## src/rtl/mm_timer_irq.sv

```systemverilog
// Memory-mapped machine timer with 64-bit prescaled mtime/mtimecmp and sticky interrupt.
// Zero-wait-state grant; registered response one cycle after every grant, no backpressure.
module mm_timer_irq #(
    parameter logic [31:0] BASE_ADDR    = 32'h1500_0000,
    parameter int unsigned PRESCALE     = 1,
    parameter int unsigned TIMER_IRQ_ID = 7
) (
    input  logic        clk_i,
    input  logic        rst_ni,
    input  logic        data_req_i,
    input  logic [31:0] data_addr_i,
    input  logic        data_we_i,
    input  logic [3:0]  data_be_i,
    input  logic [31:0] data_wdata_i,
    output logic        data_gnt_o,
    output logic        data_rvalid_o,
    output logic [31:0] data_rdata_o,
    input  logic        irq_ack_i,
    input  logic [4:0]  irq_id_i,
    output logic        irq_timer_o
);

    localparam logic [3:0]  OFF_MTIME_LO = 4'd0;
    localparam logic [3:0]  OFF_MTIME_HI = 4'd1;
    localparam logic [3:0]  OFF_CMP_LO   = 4'd2;
    localparam logic [3:0]  OFF_CMP_HI   = 4'd3;
    localparam logic [3:0]  OFF_CTRL     = 4'd4;
    localparam logic [3:0]  OFF_STATUS   = 4'd5;
    localparam logic [15:0] PRESC_MAX    = 16'(PRESCALE - 1);
    localparam logic [4:0]  IRQ_ID       = 5'(TIMER_IRQ_ID);

    logic [63:0] mtime_q, mtime_d;
    logic [63:0] cmp_q, cmp_d;
    logic [15:0] presc_q, presc_d;
    logic        en_q, en_d;
    logic        irq_en_q, irq_en_d;
    logic        pending_q, pending_d;
    logic        rvalid_q, rvalid_d;
    logic [31:0] rdata_q, rdata_d;
    logic        irq_q, irq_d;

    logic        sel, wr, rd, tick, match, clr;
    logic [3:0]  off;
    logic [31:0] rmux;
    logic        unused_addr_bits;

    assign unused_addr_bits = ^data_addr_i[1:0];

    function automatic logic [31:0] be_merge(input logic [31:0] old_v,
                                             input logic [31:0] new_v,
                                             input logic [3:0]  be);
        logic [31:0] r;
        r = old_v;
        for (int i = 0; i < 4; i++) begin
            if (be[i]) r[8*i +: 8] = new_v[8*i +: 8];
        end
        return r;
    endfunction

    always_comb begin
        sel = data_req_i && (data_addr_i[31:6] == BASE_ADDR[31:6]);
        wr  = sel && data_we_i;
        rd  = sel && !data_we_i;
        off = data_addr_i[5:2];

        rmux = 32'd0;
        case (off)
            OFF_MTIME_LO: rmux = mtime_q[31:0];
            OFF_MTIME_HI: rmux = mtime_q[63:32];
            OFF_CMP_LO:   rmux = cmp_q[31:0];
            OFF_CMP_HI:   rmux = cmp_q[63:32];
            OFF_CTRL:     rmux = {30'd0, irq_en_q, en_q};
            OFF_STATUS:   rmux = {31'd0, pending_q};
            default:      rmux = 32'd0;
        endcase

        presc_d = presc_q;
        tick    = 1'b0;
        if (en_q) begin
            if (presc_q == PRESC_MAX) begin
                presc_d = 16'd0;
                tick    = 1'b1;
            end else begin
                presc_d = presc_q + 16'd1;
            end
        end

        // A software write to either half of mtime swallows this cycle's increment.
        mtime_d = mtime_q;
        if (wr && (off == OFF_MTIME_LO || off == OFF_MTIME_HI)) begin
            if (off == OFF_MTIME_LO) mtime_d[31:0]  = be_merge(mtime_q[31:0], data_wdata_i, data_be_i);
            if (off == OFF_MTIME_HI) mtime_d[63:32] = be_merge(mtime_q[63:32], data_wdata_i, data_be_i);
        end else if (tick) begin
            mtime_d = mtime_q + 64'd1;
        end

        cmp_d = cmp_q;
        if (wr && off == OFF_CMP_LO) cmp_d[31:0]  = be_merge(cmp_q[31:0], data_wdata_i, data_be_i);
        if (wr && off == OFF_CMP_HI) cmp_d[63:32] = be_merge(cmp_q[63:32], data_wdata_i, data_be_i);

        en_d     = en_q;
        irq_en_d = irq_en_q;
        if (wr && off == OFF_CTRL && data_be_i[0]) begin
            en_d     = data_wdata_i[0];
            irq_en_d = data_wdata_i[1];
        end

        // Set beats clear so a still-matching compare cannot be acknowledged away.
        match     = en_q && (mtime_q >= cmp_q);
        clr       = (wr && off == OFF_STATUS && data_be_i[0] && data_wdata_i[0]) ||
                    (irq_ack_i && irq_id_i == IRQ_ID);
        pending_d = match || (pending_q && !clr);
        irq_d     = pending_d && irq_en_d;

        rvalid_d = sel;
        rdata_d  = rd ? rmux : 32'd0;
    end

    always_ff @(posedge clk_i or negedge rst_ni) begin
        if (!rst_ni) begin
            mtime_q   <= 64'd0;
            cmp_q     <= {64{1'b1}};
            presc_q   <= 16'd0;
            en_q      <= 1'b0;
            irq_en_q  <= 1'b0;
            pending_q <= 1'b0;
            rvalid_q  <= 1'b0;
            rdata_q   <= 32'd0;
            irq_q     <= 1'b0;
        end else begin
            mtime_q   <= mtime_d;
            cmp_q     <= cmp_d;
            presc_q   <= presc_d;
            en_q      <= en_d;
            irq_en_q  <= irq_en_d;
            pending_q <= pending_d;
            rvalid_q  <= rvalid_d;
            rdata_q   <= rdata_d;
            irq_q     <= irq_d;
        end
    end

    assign data_gnt_o    = sel;
    assign data_rvalid_o = rvalid_q;
    assign data_rdata_o  = rdata_q;
    assign irq_timer_o   = irq_q;

endmodule

```

## config.mk

```make
export PLATFORM = sky130hd
export DESIGN_NAME = mm_timer_irq
export DESIGN_NICKNAME = d
export VERILOG_FILES = /design/src/rtl/mm_timer_irq.sv
export SDC_FILE = /design/constraint.sdc
export NUM_CORES = 1
export LEC_CHECK = 0
export BUFFER_PORTS_ARGS = -buffer_cell sky130_fd_sc_hd__buf_2
export CAP_MARGIN = 20
export CORE_UTILIZATION = 54
export CTS_BUF_LIST = sky130_fd_sc_hd__clkbuf_4 sky130_fd_sc_hd__clkbuf_8
export CTS_CLUSTER_SIZE = 30
export DETAILED_ROUTE_END_ITERATION = 8
export PLACE_DENSITY_LB_ADDON = 0.05
export SLEW_MARGIN = 20
export SYNTH_ARGS = -nofsm -noshare
export SYNTH_HDL_FRONTEND = slang
export SYNTH_SLANG_ARGS = --single-unit
```

## constraint.sdc

```tcl
create_clock -name clk_i -period 3.13 [get_ports clk_i]
set_input_delay 0.4695 -clock clk_i [delete_from_list [all_inputs] [get_ports clk_i]]
set_output_delay 0.4695 -clock clk_i [all_outputs]
set_load 0.01 [all_outputs]
```

## Word level (Yosys, flattened, before mapping)

Cells that the tools add are included.

- Input bits: 78
- Output and inout bits: 35
- Flip-flop bits (word level): 181

- Equality and inequality tests: 13
- Multiplexer cells: 14
- Add/subtract/negate cells: 2
- Reductions and logical operators: 39
- $lt $le $gt $ge: 1

Operator list:

| operator | count |
|---|---|
| one-hot mux 32 bit (6 select lines) | 1 |
| 2-to-1 mux 64 bit | 2 |
| 2-to-1 mux 32 bit | 3 |
| adder 64 x 1 -> 64 bit, second input constant | 1 |
| greater-or-equal comparator 64 bit | 1 |
| 2-to-1 mux 8 bit | 4 |
| == test 26 x 23 -> 1 bit, second input constant | 1 |
| AND reduction 3 bit | 8 |
| adder 16 x 1 -> 16 bit, second input constant | 1 |
| logical NOT 16 bit | 1 |
| 2-to-1 mux 16 bit | 1 |
| AND reduction 2 bit | 8 |
| logical AND 1 bit | 15 |
| != test 2 bit, second input constant | 6 |
| == test 4 x 2 -> 1 bit, second input constant | 2 |
| == test 4 x 3 -> 1 bit, second input constant | 2 |
| == test 5 x 3 -> 1 bit, second input constant | 1 |
| == test 4 x 1 -> 1 bit, second input constant | 1 |
| logical NOT 4 bit | 1 |
| logical OR 1 bit | 3 |
| 2-to-1 mux 1 bit | 3 |
| logical NOT 1 bit | 2 |
| nonzero test 2 bit | 1 |

## Depth between registers and ports, before layout

- Depth in word-level cells: 11
- Gate-level depth with buffers: 10
- Gate-level depth less buffers: 8

## Worst setup path before layout

No wires, ideal clock.

- Path kind: reg-to-reg
- Start: reg mtime_q[10]
- End: reg mtime_q[50]
- Path buffers: 2
- Setup slack: 0.515 ns
- Stages on the path, launching flop included: 9
- Data arrival time: 2.456 ns
- Clock period less this slack: 2.615 ns
- Cells stage by stage: dfrtp_1 > nand4_1 > or4_1 > buf_2 > or4_1 > buf_2 > or4_4 > o22ai_1 > a21oi_1

- Longest elaborated chain between the ends: 3

RTL lines:

| element | RTL line | RTL |
|---|---|---|
| start: declaration | 32 | `logic [63:0] mtime_q, mtime_d;` |
| start signal: assignment | 131 | `mtime_q <= mtime_d;` |
| adder 64 x 1 -> 64 bit | 94 | `mtime_d = mtime_q + 64'd1;` |
| 2-to-1 mux 64 bit | 93 | `end else if (tick) begin` |
| 2-to-1 mux 64 bit | 90 | `if (wr && (off == OFF_MTIME_LO \|\| off == OFF_MTIME_HI)) begin` |

Every way passes these cells. The select of a mux whose other input is x is not followed.
A chain may end at the register's enable or synchronous reset.

## Worst setup path after layout

- Start: reg cmp_q[61]
- End: reg irq_q, in the netlist irq_timer_o

- Longest elaborated chain between the ends: 4

RTL lines:

| element | RTL line | RTL |
|---|---|---|
| start: declaration | 33 | `logic [63:0] cmp_q, cmp_d;` |
| start signal: assignment | 122 | `cmp_q <= {64{1'b1}};` |
| start signal: assignment | 132 | `cmp_q <= cmp_d;` |
| greater-or-equal comparator 64 bit | 109 | `match = en_q && (mtime_q >= cmp_q);` |
| logical AND 1 bit | 109 |  |
| logical OR 1 bit | 112 | `pending_d = match \|\| (pending_q && !clr);` |
| logical AND 1 bit | 113 | `irq_d = pending_d && irq_en_d;` |
| net irq_d | 40 | `logic irq_q, irq_d;` |
| end signal: assignment | 139 | `irq_q <= irq_d;` |
| end: declaration | 40 |  |

The timed path passes the listed nets, and every way through them passes these cells.

==> flow_summary.json <==
{
  "r2r-start": "cmp_q[61]",
  "clock_sinks": 181,
  "min_period_ns": 3.00,
  "num-fill-cells": 1733,
  "yosys-top-cells-area": "dfrtp_1, dfstp_2, mux2_2",
  "ys_ff_latch": 181,
  "crit_path_end_kind": "flip-flop",
  "required_ns": 3.48,
  "ys.warnings.count": 0,
  "clock_skew_ns": 0.0164,
  "clk_pin_slew_ns": 0.10,
  "die-area_um2": 21200,
  "async_reset_ff_share_pct": 100,
  "synthToLayoutAreaGrowth_pct": 14.2,
  "die_h_um": 146,
  "routed_via_density": 6.29,
  "synth.cell_area_um2": 11100,
  "worst_pin_slew_ns": 1.04,
  "timing.setup.tns_ns": 0,
  "via_count": 9982,
  "grt.overflow.total": 0,
  "max_stage_delay_ns": 0.75,
  "r2r_end": "irq_timer_o",
  "synth_top_area_share_pct": 26.3,
  "fin_crit_sh_pct": 95.7,
  "netlist_instances": 1174,
  "drt_wl_total_mm": 32.6,
  "rsz0062_at_grt": "false",
  "fp.dieW_um": 146,
  "r2r_setup_slack_ns": 0.13,
  "synth.most_common_cell": "dfrtp_1",
  "synth_cell_type_count": 69,
  "final_antenna_net_count": 0,
  "vdd_ir_drop_max_uv": 354,
  "routabilityCongestion": 0.910,
  "grt_max_degree": 81,
  "wire_per_inst_um": 20.5,
  "rows": 52,
  "numCtsBuffers": 17,
  "worst-setup-path-type": "flip-flop to flip-flop",
  "clk_latency_ns": 0.49,
  "yosysSeqAreaShare_pct": 41.4,
  "grt_antenna_before_repair": 1,
  "hp-class": "input pin to async pin",
  "cp_data_arrival_time_ns": 3.35,
  "syn_nets": 1319,
  "layout.nets": 1447,
  "drc": 0,
  "slowest_stage": "or4_1",
  "htreeDepth": 4,
  "post-cts-setup-buffers": 0,
  "syn_avg_cell_area_um2": 9.49,
  "cp_max_fo": 3,
  "slew_violations": 0,
  "dr.pass1.iters": 6,
  "drive_above_1_share_pct": 28.7,
  "synthTopCellsByCount": "dfrtp_1, a21oi_1, mux2_2",
  "setup.worst_path.start": "cmp_q[61]",
  "grt_usage_pct": 31.8,
  "finalHoldViolations": 9,
  "synth_edf_count": 0,
  "endpoint": "irq_timer_o",
  "cp_cell_sequence": "inv_1, ha_1, nand4_1, or4_1, nor2_1, o21ai_0, nor4b_1, a211oi_1",
  "start_util_pct": 55.1,
  "relSlewSlack_pct": 29.9,
  "setup_viol": 0,
  "drtIter0Drc": 1253,
  "io_buffers": 110,
  "grt_pass1_vias": 9559,
  "core_area_um2": 20200,
  "root_buffer": "clkbuf_8",
  "cts_tree": "built",
  "timing.fmax_ghz": 0.334,
  "synth_flop_cell": "dfrtp_1",
  "power.leakage_nw": 5.58,
  "holdWs_ns": -0.0183,
  "yosys.area.top_type": "dfrtp_1",
  "status": "complete, but fails checks",
  "postCtsResizedCells": 0,
  "cp-start-kind": "flip-flop",
  "grt_pass1_wl_mm": 52.7,
  "clk_path_buf_depth": 2,
  "cap_violations": 0,
  "hold_buffers": 0,
  "violations": "negative hold slack",
  "power_density_nw_per_um2": 333,
  "dp_hpwl_mm": 23.7,
  "r2r_cells": 8,
  "ioPinCount": 113
}
[layout make-up]
| cell class | count | area, um2 | area share [%] |
|---|---|---|---|
| Inverter | 86 | 323 | 2.54 |
| Clock inverter | 12 | 144 | 1.13 |
| Antenna cell | 1 | 2.50 | 0.0197 |
| Sequential cell | 181 | 4610 | 36.2 |
| Timing Repair Buffer | 171 | 1040 | 8.19 |
| Clock buffer | 20 | 263 | 2.06 |
| Tap cell | 270 | 338 | 2.65 |
| Multi-Input combinational cell | 845 | 6010 | 47.2 |
[state kept, by name, indices dropped and copies added (netlist names)]
register	count
data_rvalid_o	1
presc_q	16
irq_timer_o	1
irq_en_q	1
mtime_q	64
pending_q	1
cmp_q	64
data_rdata_o	32
en_q	1
[worst min-delay path by stage]
| stage | startpoint | end | slack [ns] | depth (start not counted) |
|---|---|---|---|---|
| after floorplan | rst_ni | data_rdata_o[0] | 0.17 | 0 |
| after global placement | presc_q[9] | presc_q[9] | 0.48 | 1 |
| after detailed placement | presc_q[15] | presc_q[15] | 0.48 | 1 |
| after CTS | rst_ni | presc_q[14] | 0.02 | 1 |
| after global routing | rst_ni | presc_q[12] | 0.01 | 1 |
| final | rst_ni | presc_q[10] | -0.02 | 1 |
[critical path: cells and delay by family (launching register included)]
family	cells	cell delay (ns)
AOI/OAI and AO/OA	2	0.62
adders and majority gates	1	0.29
buffers and inverters	1	0.05
DFF	1	0.55
and+or+nand+nor	4	1.33
[layout by cell type (no fill, tap or decap), types with 6 or more instances in the layout]
cell	n
a21o_1	11
a21oi_1	89
a222oi_1	32
a31oi_1	16
a32oi_1	7
a41oi_1	6
and2_1	8
and3_1	22
and4_1	16
buf_2	109
buf_4	59
clkbuf_8	19
dfrtp_1	117
dfstp_2	64
ha_1	67
inv_1	84
mux2_2	88
mux2i_1	7
nand2_1	85
nand3_1	44
nand4_1	41
nor2_1	71
nor3_1	18
nor4_1	14
o21ai_0	65
o22ai_1	16
o31ai_1	12
o41ai_1	6
xnor2_1	10
[cell families (layout without fill, tap and decap cells)]
kind of cell | count (synthesis) | count (layout) | share of synthesized area (%)
other | 0 | 1 | 0
adder cells (fa/ha/maj) | 67 | 67 | 7.52
buffers and inverters | 148 | 289 | 5.02
multiplexers | 96 | 96 | 9.72
XOR/XNOR | 13 | 13 | 1.02
AND/OR/NAND/NOR | 353 | 353 | 16.4
flip-flops | 181 | 181 | 41.4
AO/OA/AOI/OAI | 316 | 316 | 19.0
[report_power, final]
group          total (W)    switching [W]  internal (W)  leakage, nW
clock network    0.00170         0.000932      0.000764        0.210
registers        0.00234  0.0000000000202       0.00234         2.26
logic           0.000197         0.000134     0.0000625         3.11
[routing by layer]
| metal | track usage, % | vias up | routed length, um |
|---|---|---|---|
| met3 | 5.36 | 65 | 1970 |
| met4 | 10.4 | 0 | 846 |
| li1 | - | 4686 | - |
| met5 | 0 | - | 0 |
| met2 | 49.6 | 361 | 15000 |
| met1 | 45.2 | 4870 | 14800 |
[metrics by stage]
stage / power, W / util [%] / instance area [um2] / worst slack, ns / std cells
after floorplan: 0.00243 / - / 11100 / 0.515 / 1174
after global placement: 0.00258 / 60.9 / 12300 / 0.222 / 1553
after detailed placement: 0.00258 / 60.9 / 12300 / 0.218 / 1553
after CTS: 0.00426 / 62.9 / 12700 / 0.209 / 1585
after global routing: 0.00438 / 62.9 / 12700 / 0.0779 / 1586
final: 0.00423 / 62.9 / 12700 / 0.133 / 1586
(Power assumes the default switching activity.)
